File: src/rtl/router_fsm.sv
// router_fsm: 1x3 router control FSM (address decode, header/payload/parity sequencing).
module router_fsm #(parameter int WDOG_CYCLES = 255) (
  input  logic       clk,
  input  logic       rstn,
  input  logic       pkt_valid,
  input  logic [1:0] data_in,
  input  logic       fifo_full,
  input  logic [2:0] fifo_empty,
  input  logic [2:0] soft_reset,
  input  logic       parity_done,
  input  logic       low_pkt_valid,
  output logic       write_enb_reg,
  output logic       detect_add,
  output logic       lfd_state,
  output logic       ld_state,
  output logic       laf_state,
  output logic       full_state,
  output logic       rst_int_reg,
  output logic       busy,
  output logic       wdog_err
);
  typedef enum logic [2:0] {DA, LFD, LD, FFS, LAF, LP, CPE, WTE} state_e;
  state_e     state_q, state_d;
  logic [1:0] addr_q, addr_d;
  logic [3:0] empty_w, srst_w;
  logic       addr_ok, srst, timeout;
  assign empty_w = {1'b0, fifo_empty};
  assign srst_w  = {1'b0, soft_reset};
  assign addr_ok = pkt_valid && data_in != 2'b11;
  assign srst    = srst_w[addr_q] && state_q != DA;
`ifdef FSM_WDOG_EN
  logic [15:0] cnt_q;
  logic        stall;
  assign stall   = state_q == WTE || state_q == FFS;
  assign timeout = stall && cnt_q == 16'(WDOG_CYCLES - 1);
  always_ff @(posedge clk or negedge rstn)
    if (!rstn) begin
      cnt_q    <= '0;
      wdog_err <= 1'b0;
    end else begin
      cnt_q    <= (stall && !timeout && !srst) ? cnt_q + 16'd1 : '0;
      wdog_err <= timeout && !srst;
    end
`else
  assign timeout  = 1'b0;
  assign wdog_err = 1'b0;
`endif
  always_comb begin
    state_d = state_q;
    addr_d  = addr_q;
    case (state_q)
      DA:  if (addr_ok) begin
             addr_d  = data_in;
             state_d = empty_w[data_in] ? LFD : WTE;
           end
      LFD: state_d = LD;
      LD:  state_d = fifo_full ? FFS : !pkt_valid ? LP : LD;
      FFS: state_d = fifo_full ? FFS : LAF;
      LAF: state_d = parity_done ? DA : low_pkt_valid ? LP : LD;
      LP:  state_d = CPE;
      CPE: state_d = fifo_full ? FFS : DA;
      WTE: state_d = empty_w[addr_q] ? LFD : WTE;
    endcase
    if (srst || timeout) state_d = DA;
  end
  always_ff @(posedge clk or negedge rstn)
    if (!rstn) begin
      state_q       <= DA;
      addr_q        <= 2'b00;
      detect_add    <= 1'b1;
      lfd_state     <= 1'b0;
      ld_state      <= 1'b0;
      laf_state     <= 1'b0;
      full_state    <= 1'b0;
      rst_int_reg   <= 1'b0;
      busy          <= 1'b0;
      write_enb_reg <= 1'b0;
    end else begin
      state_q       <= state_d;
      addr_q        <= addr_d;
      detect_add    <= state_d == DA;
      lfd_state     <= state_d == LFD;
      ld_state      <= state_d == LD;
      laf_state     <= state_d == LAF;
      full_state    <= state_d == FFS;
      rst_int_reg   <= state_d == CPE;
      busy          <= state_d inside {LFD, FFS, LAF, LP, CPE, WTE};
      write_enb_reg <= state_d inside {LFD, LD, LAF, LP};
    end
endmodule
File: config.mk
export PLATFORM = sky130hd
export DESIGN_NAME = router_fsm
export DESIGN_NICKNAME = d
export VERILOG_FILES = /design/src/rtl/router_fsm.sv
export SDC_FILE = /design/constraint.sdc
export NUM_CORES = 1
export LEC_CHECK = 0
export ABC_AREA = 1
export CORE_MARGIN = 8
export CORE_UTILIZATION = 42
export DETAILED_ROUTE_END_ITERATION = 16
export PLACE_DENSITY = 0.74
export RECOVER_POWER = 100
export SYNTH_ARGS = -nofsm -noshare
export SYNTH_HDL_FRONTEND = slang
export SYNTH_SLANG_ARGS = --single-unit
File: constraint.sdc
create_clock -name clk -period 1.27 [get_ports clk]
set_clock_uncertainty 0.05 [all_clocks]
set_input_delay 0.254 -clock clk [delete_from_list [all_inputs] [get_ports clk]]
set_output_delay 0.254 -clock clk [all_outputs]
set_load 0.05 [all_outputs]
==> impl_summary.txt <==
----------------------------------------------------
[STA]
  Maximum clock frequency ... 0.6779 GHz
  Final worst hold slack ... 481.7 ps
  Final setup violation count ... 11
  Crit path setup slack, layout ... -205.1 ps
  Final period utilization ... 1.162
  Worst-Margin Slew ... 678.2 ps
  Max-slew violation total from the final report ... 0
  RSZ-0062 raised after global routing ... true
  Total Negative Setup Slacks ... -1622 ps
  Min Clock Period, post-route ... 1475 ps
  Rel. slew slack ... 0.5478
  Final hold violation count ... 0

[Clock tree]
  Clock-pin slew reported for the worst setup and hold paths after clock tree synthesis ... 80 ps
  Cts bufs inserted ... 3
  Clock insertion delay at the later pin of the skew report ... 270 ps
  Clock sink count ... 13
  H-tree levels ... 1
  Clock tree buffer depth ... 2
  CTS root buf ... clkbuf_4
  CTS tree ... done

[Final layout]
  Biggest regs ... state_q: 3 flops, addr_q: 2 flops
  Final-stage net count ... 164
  Share of cells above drive strength 1 ... 0.4564
  Area taken by flip-flops and latches ... 330.3 um^2
  # fillers ... 168
  Area occupied by multi-input gates ... 526.8 um^2
  Share of the core filled with cells ... 0.6576
  Antenna cells ... 0
  Final non-filler cell area ... 1264 um^2
  Relative area change from synthesis to final layout ... 50.30%
  Most flops, register ... state_q
  Number of flip-flops in the largest register ... 3

[Die]
  Core Box Area ... 1922 um^2
  Floorplan die height ... 60.74 um
  Total die area ... 3689 um^2
  Initial core utilization ... 0.4375
  Horizontal die dimension ... 60.74 um
  Number of placement rows ... 16
  I/O pin total ... 23

[GRT]
  Global-route wire length before repair ... 3.270 mm
  Congestion Overflow GR ... 0
  Antenna violations before repair ... 0
  Via count of the first global-routing pass ... 744
  Pin count of the biggest net entering global routing ... 14
  Total global-route track usage ... 0.1163

[Logic synthesis]
  Cell variety after synth ... 24
  Cell area after synthesis ... 840.8 um^2
  Yosys Warn Count ... 0
  Post-Syn Nets ... 131
  Syn avg cell area ... 7.186 um^2
  Share of flip-flops with an asynchronous set or reset ... 1.000
  Synthesized netlist cell count ... 117
  Most used flip-flop cell after synthesis ... dfrtp_1
  Number of enable flip-flop cells after synthesis ... 0
  Share of synthesized area occupied by flip-flops and latches ... 0.3884
  Post-synthesis register bit count ... 13

[Worst setup path]
  Maximum fanout count along the critical path ... 6
  Cell family with the largest share of critical-path delay ... simple AND/OR/NAND/NOR gates
  Startpoint type of the worst setup path ... register
  Max stage delay cell, worst path ... dfrtp_2
  Most repeated library cell on the critical path ... nor2_4
  Delay contributed by the slowest stage of the critical path ... 470 ps
  Critical Setup Path Class ... reg2reg
  Data required time at the worst endpoint ... 1410 ps
  Buffers & Inverters on Critical Path ... 1
  Crit path capture type ... register
  Crit-path cells ... nor2_4 > nand2_4 > nor2_4 > nand2_2 > nand2_4 > inv_2 > nor2_4 > nand2_2 > nor2_2
  Arrival time of data at the critical path endpoint ... 1620 ps

[Route]
  Vias after detailed routing ... 807
  Post-DR vias/cell ... 4.585
  Total wire length ... 2.201 mm
  Drt drc ... 0
  First-pass detailed-route iteration total ... 2
  Number of nets still failing antenna checks after routing ... 0
  Initial DRC count ... 13
  Post-DR wirelength/cell ... 12.51 um

[Run status]
  Violations in the final reports ... setup timing
  Status ... finished with violations

[Placed design]
  HPWL Detailed ... 1.594 mm
  Global placement routability congestion ... 0.8218
  Number of buffer cells added on primary ports ... 21
  Placed inst area ... 1182 um^2

[Pwr]
  Post-layout power ... 0.003314 W
  Leakage power of the design ... 0.6363 nW
  Ratio of total power to cell area ... 2623 nW/um^2
  Worst VDD drop ... 1.532 mV

[Job]
  Max-cap viol count ... 0

[Hold path]
  Class of the most critical hold timing path ... in2async

----------------------------------------------------
[cell families after synthesis]
family	Yosys count	synth area share
compound gates	5	0.03422
buf+inv	21	0.1086
flops	13	0.3884
other cells	1	0.004460
simple gates	77	0.4643
[per-layer routing]
layer	global-route usage	vias to the layer above	wire length (um)
li1	-	420	-
met1	0.1466	371	956
met2	0.1840	12	1155
met3	0.03390	4	58
met4	0.03987	0	31
met5	0	-	0
[cells in the mapped netlist, types with 2 or more instances]
cell type | number | area share
a21oi_1 | 2 | 0.012
dfrtp_1 | 12 | 0.36
inv_1 | 14 | 0.062
inv_2 | 3 | 0.013
nand2_1 | 24 | 0.11
nand2_2 | 8 | 0.060
nand3_1 | 12 | 0.071
nand3_2 | 2 | 0.024
nand4_1 | 2 | 0.015
nor2_1 | 19 | 0.085
nor2_2 | 4 | 0.030
nor2_4 | 2 | 0.027
nor3_1 | 2 | 0.012
[what timing repair did]
action | 4_1_cts | 5_1_grt
endpoints found under the setup margin | 12 | 13
pin swaps | 11 | 9
hold buffers | 0 | 0
gates resized for setup | 18 | 19
setup buffers | 2 | 4
gates cloned | 0 | 0
endpoints found under the hold margin | 0 | 0
[per-stage QoR]
stage          std cells  worst slack, ps
5_1_grt              176           -310.5
2_1_floorplan        117           -32.61
4_1_cts              172           -168.2
6_report             176           -205.1
3_3_place_gp         166           -460.4
3_5_place_dp         166           -440.2
[cell type report]
class | instances | share of cell area
multi-input combinational | 83 | 0.4168
sequential | 13 | 0.2614
timing repair buffer | 31 | 0.2158
inverter | 18 | 0.05842
tap | 27 | 0.02673
clock buffer | 4 | 0.02079
[worst paths after layout]
kind / from / end / slack, ps / cells after the start
min in group clk: addr_q[0] / addr_q[0] / 520 / 2
max in group asynchronous: rstn / state_q[1] / 210 / 2
max reg2reg: state_q[0] / full_state / -210 / 9
min reg2reg: addr_q[0] / addr_q[0] / 520 / 2
min: rstn / rst_int_reg / 480 / 2
max: state_q[0] / full_state / -210 / 9
[power by group]
group,internal (W),total [W],switching [W]
combinational,0.000872,0.00229,0.00142
sequential,0.000610,0.000780,0.000170
clock,0.000121,0.000240,0.000118
[cells in the final DEF (no fill, tap or decap), types with 2 or more instances in the layout]
cell type,n
nand2_1,20
nor2_1,13
clkdlybuf4s50_1,11
inv_1,10
nand3_1,9
dfrtp_1,9
nor2_2,8
nand2_4,7
inv_2,6
nand2_2,6
nand3_2,5
buf_2,5
buf_4,5
nor2_4,4
clkbuf_4,3
clkbuf_2,3
dfrtp_2,3
nand4_1,2
o21ai_2,2
clkbuf_1,2
buf_12,2
buf_6,2
Power figures use the tool's default switching activity.
==> edit, RTL diff (same flow settings) <==
Build with the macro `FSM_WDOG_EN` defined.
--- a/src/rtl/router_fsm.sv
+++ b/src/rtl/router_fsm.sv
@@ -1,4 +1,6 @@
 // router_fsm: 1x3 router control FSM (address decode, header/payload/parity sequencing).
+`define FSM_WDOG_EN
+
 module router_fsm #(parameter int WDOG_CYCLES = 255) (
   input  logic       clk,
   input  logic       rstn,
Formal check against the unedited RTL: same outputs for any inputs over 10 cycles, from zero or initial values and one cycle with rstn low; that may be too few to reach the edited logic, so the function may still have changed.
==> edit against the original RTL <==
The flow still finishes with violations (negative setup slack). Routed wire length is 150% higher. Sequential power is 65% higher. Worst setup slack worse by 110 ps. Total power is 56% higher. Final area is 120% higher. Sequential cell count is 17 higher. Synthesized area is 100% higher. Sequential share of layout area is 0.58 points higher. Critical path type unchanged. Critical endpoint is now write_enb_reg.
==> edit: results (changes against the original RTL) <==
[yosys]
ys_seq_area_share_pct=43.7  ; +4.9 points
synth_cell_type_count=30  ; +25%
ys_top_cells_by_area=dfrtp_1 42%, nand2_1 8.9%, nor2_1 7.0%, inv_1 5.7%, nand3_2 3.5%
synthTopCellsByCount=41 x nand2_1, 32 x nor2_1, 29 x dfrtp_1
syn-instance-count=214  ; +83%
syn_nets=230  ; +76%

[layout]
top_regs=cnt_q x16, state_q x3, addr_q x2
fillers=256  ; +52%
num-nets-final=315  ; +92%
layout-drive-gt1-share_pct=53.3  ; +7.7 points

[setup_path]
crit_path_start=cnt_q[15]
arrival_ps=1720  ; +100 ps
r2r_cells=10  ; +1
crit_end=write_enb_reg
path_max_fanout=4  ; -2

[clocking]
clk_path_buf_depth=2  ; unchanged
insertion_delay_ps=290  ; +20 ps
root_buffer=clkbuf_8
cts.htree.levels=2  ; +1
cts_made_buffers=5  ; +2

[sta]
setup_violations=31  ; +20
worstMarginPinSlew_ps=753  ; +74.9 ps
fin_setup_tns_ps=-5730  ; -4110 ps
setup_ws_ps=-315  ; -110 ps

[route]
drt_iter0_drc=90  ; +77
drt_pass1_iterations=4  ; +2
drt_wl_total_mm=5.42  ; +150%
viasPerCell=4.98  ; +8.7%
post_drt_wl_per_cell_um=15.5  ; +24%

[global_route]
grt_max_degree=31  ; +17
grt_pass1_vias=1683  ; +130%
use_met1_pct=16.5  ; +1.9 points
grt_pass1_wl_mm=7.31  ; +120%
track_usage_pct=14.5  ; +2.9 points
gr-usage-met2_pct=24.3  ; +5.9 points
use_met3_pct=4.39  ; +1.0 points

[status]
violations=negative setup slack
status=complete, but fails checks

[place]
dpl.hpwl_mm=3.03  ; +90%
portBuffers=22  ; +4.8%
gp_congestion=0.885  ; +7.6%
place_area_um2=2470  ; +110%
dpl.cell_count=333  ; +100%

[power_and_ir_drop]
vdd_drop_max_uv=1570  ; +2.5%
leakage_nw=1.34  ; +110%

[edit: cell types whose count changed after synthesis, moves of 3 or more]
cell,change
a21oi_1,+5
dfrtp_1,+17
inv_1,+12
inv_2,+5
nand2_1,+17
nand2_2,-5
nand2_4,+3
nand3_2,+4
nor2_1,+13
nor3_1,+5
nor3_2,+5
xnor2_1,+3
[edit: worst max-delay path, cell delays in order, from the launching register on]
cell     delay [ps]
dfrtp_1         380
nor2_1          270
nand2_4         110
nor2_4          120
nand3_2         100
nand2_4          90
nor2_4           50
nand2_4         120
nand2_4          70
nand2_2          50
nand2_1          40
[edit: worst min-delay path by stage]
stage          startpoint         to  slack [ps]  cells after the start
6_report             rstn   cnt_q[6]         510                      2
5_1_grt          cnt_q[0]   cnt_q[0]         570                      2
4_1_cts              rstn   cnt_q[7]         280                      2
3_5_place_dp     cnt_q[0]   cnt_q[0]         480                      2
3_3_place_gp     cnt_q[0]   cnt_q[0]         470                      2
2_1_floorplan        rstn  addr_q[0]         -90                      0
[edit: area by class of cell]
class | count | area, µm² | area share (%)
inverters | 34 | 135 | 4.79
repair buffers | 79 | 658 | 23.3
multi-input cells | 149 | 1100 | 39.1
clock inverters | 3 | 40.0 | 1.42
flip-flops and latches | 30 | 753 | 26.7
well taps | 50 | 62.6 | 2.22
clock buffers | 5 | 68.8 | 2.44
[edit: routing by layer]
metal  vias up  wire length (µm)
li1        848                 -
met1       836              2100
met2        44              2870
met3        16               269
met4         0               191
met5         -                 0
[edit: kinds of logic (layout without fill, tap and decap cells)]
family,count (synthesis),in the layout,synth area share (%)
AND/OR/NAND/NOR,127,127,39.6
buffers and inverters,35,121,7.85
flip-flops,30,30,43.7
AO/OA/AOI/OAI,15,15,4.87
XOR/XNOR,5,5,2.55
adder cells (fa/ha/maj),2,2,1.45
[edit: where the power goes]
group          internal [mW]  switching, mW  leakage (nW)  total, mW
combinational           1.12           1.80         0.884       2.92
clock                  0.577          0.387        0.0579      0.963
sequential              1.16          0.126         0.402       1.29
[edit: timing repair]
action / in CTS / in global routing
pin swaps: 8 / 30
setup buffers: 1 / 9
resized for setup: 21 / 62
endpoints found under the setup margin: 28 / 31
hold endpoints to repair: 0 / 0
gates cloned: 1 / 0
[edit: per-stage QoR]
| stage | power (mW) | setup slack [ps] | hold WS [ps] |
|---|---|---|---|
| final | 5.18 | -315 | 514 |
| after global routing | 5.44 | -413 | 571 |
| after CTS | 4.94 | -212 | 283 |
| after detailed placement | 3.90 | -446 | 478 |
| after global placement | 3.86 | -419 | 469 |
| after floorplan | 2.76 | -128 | -91.6 |
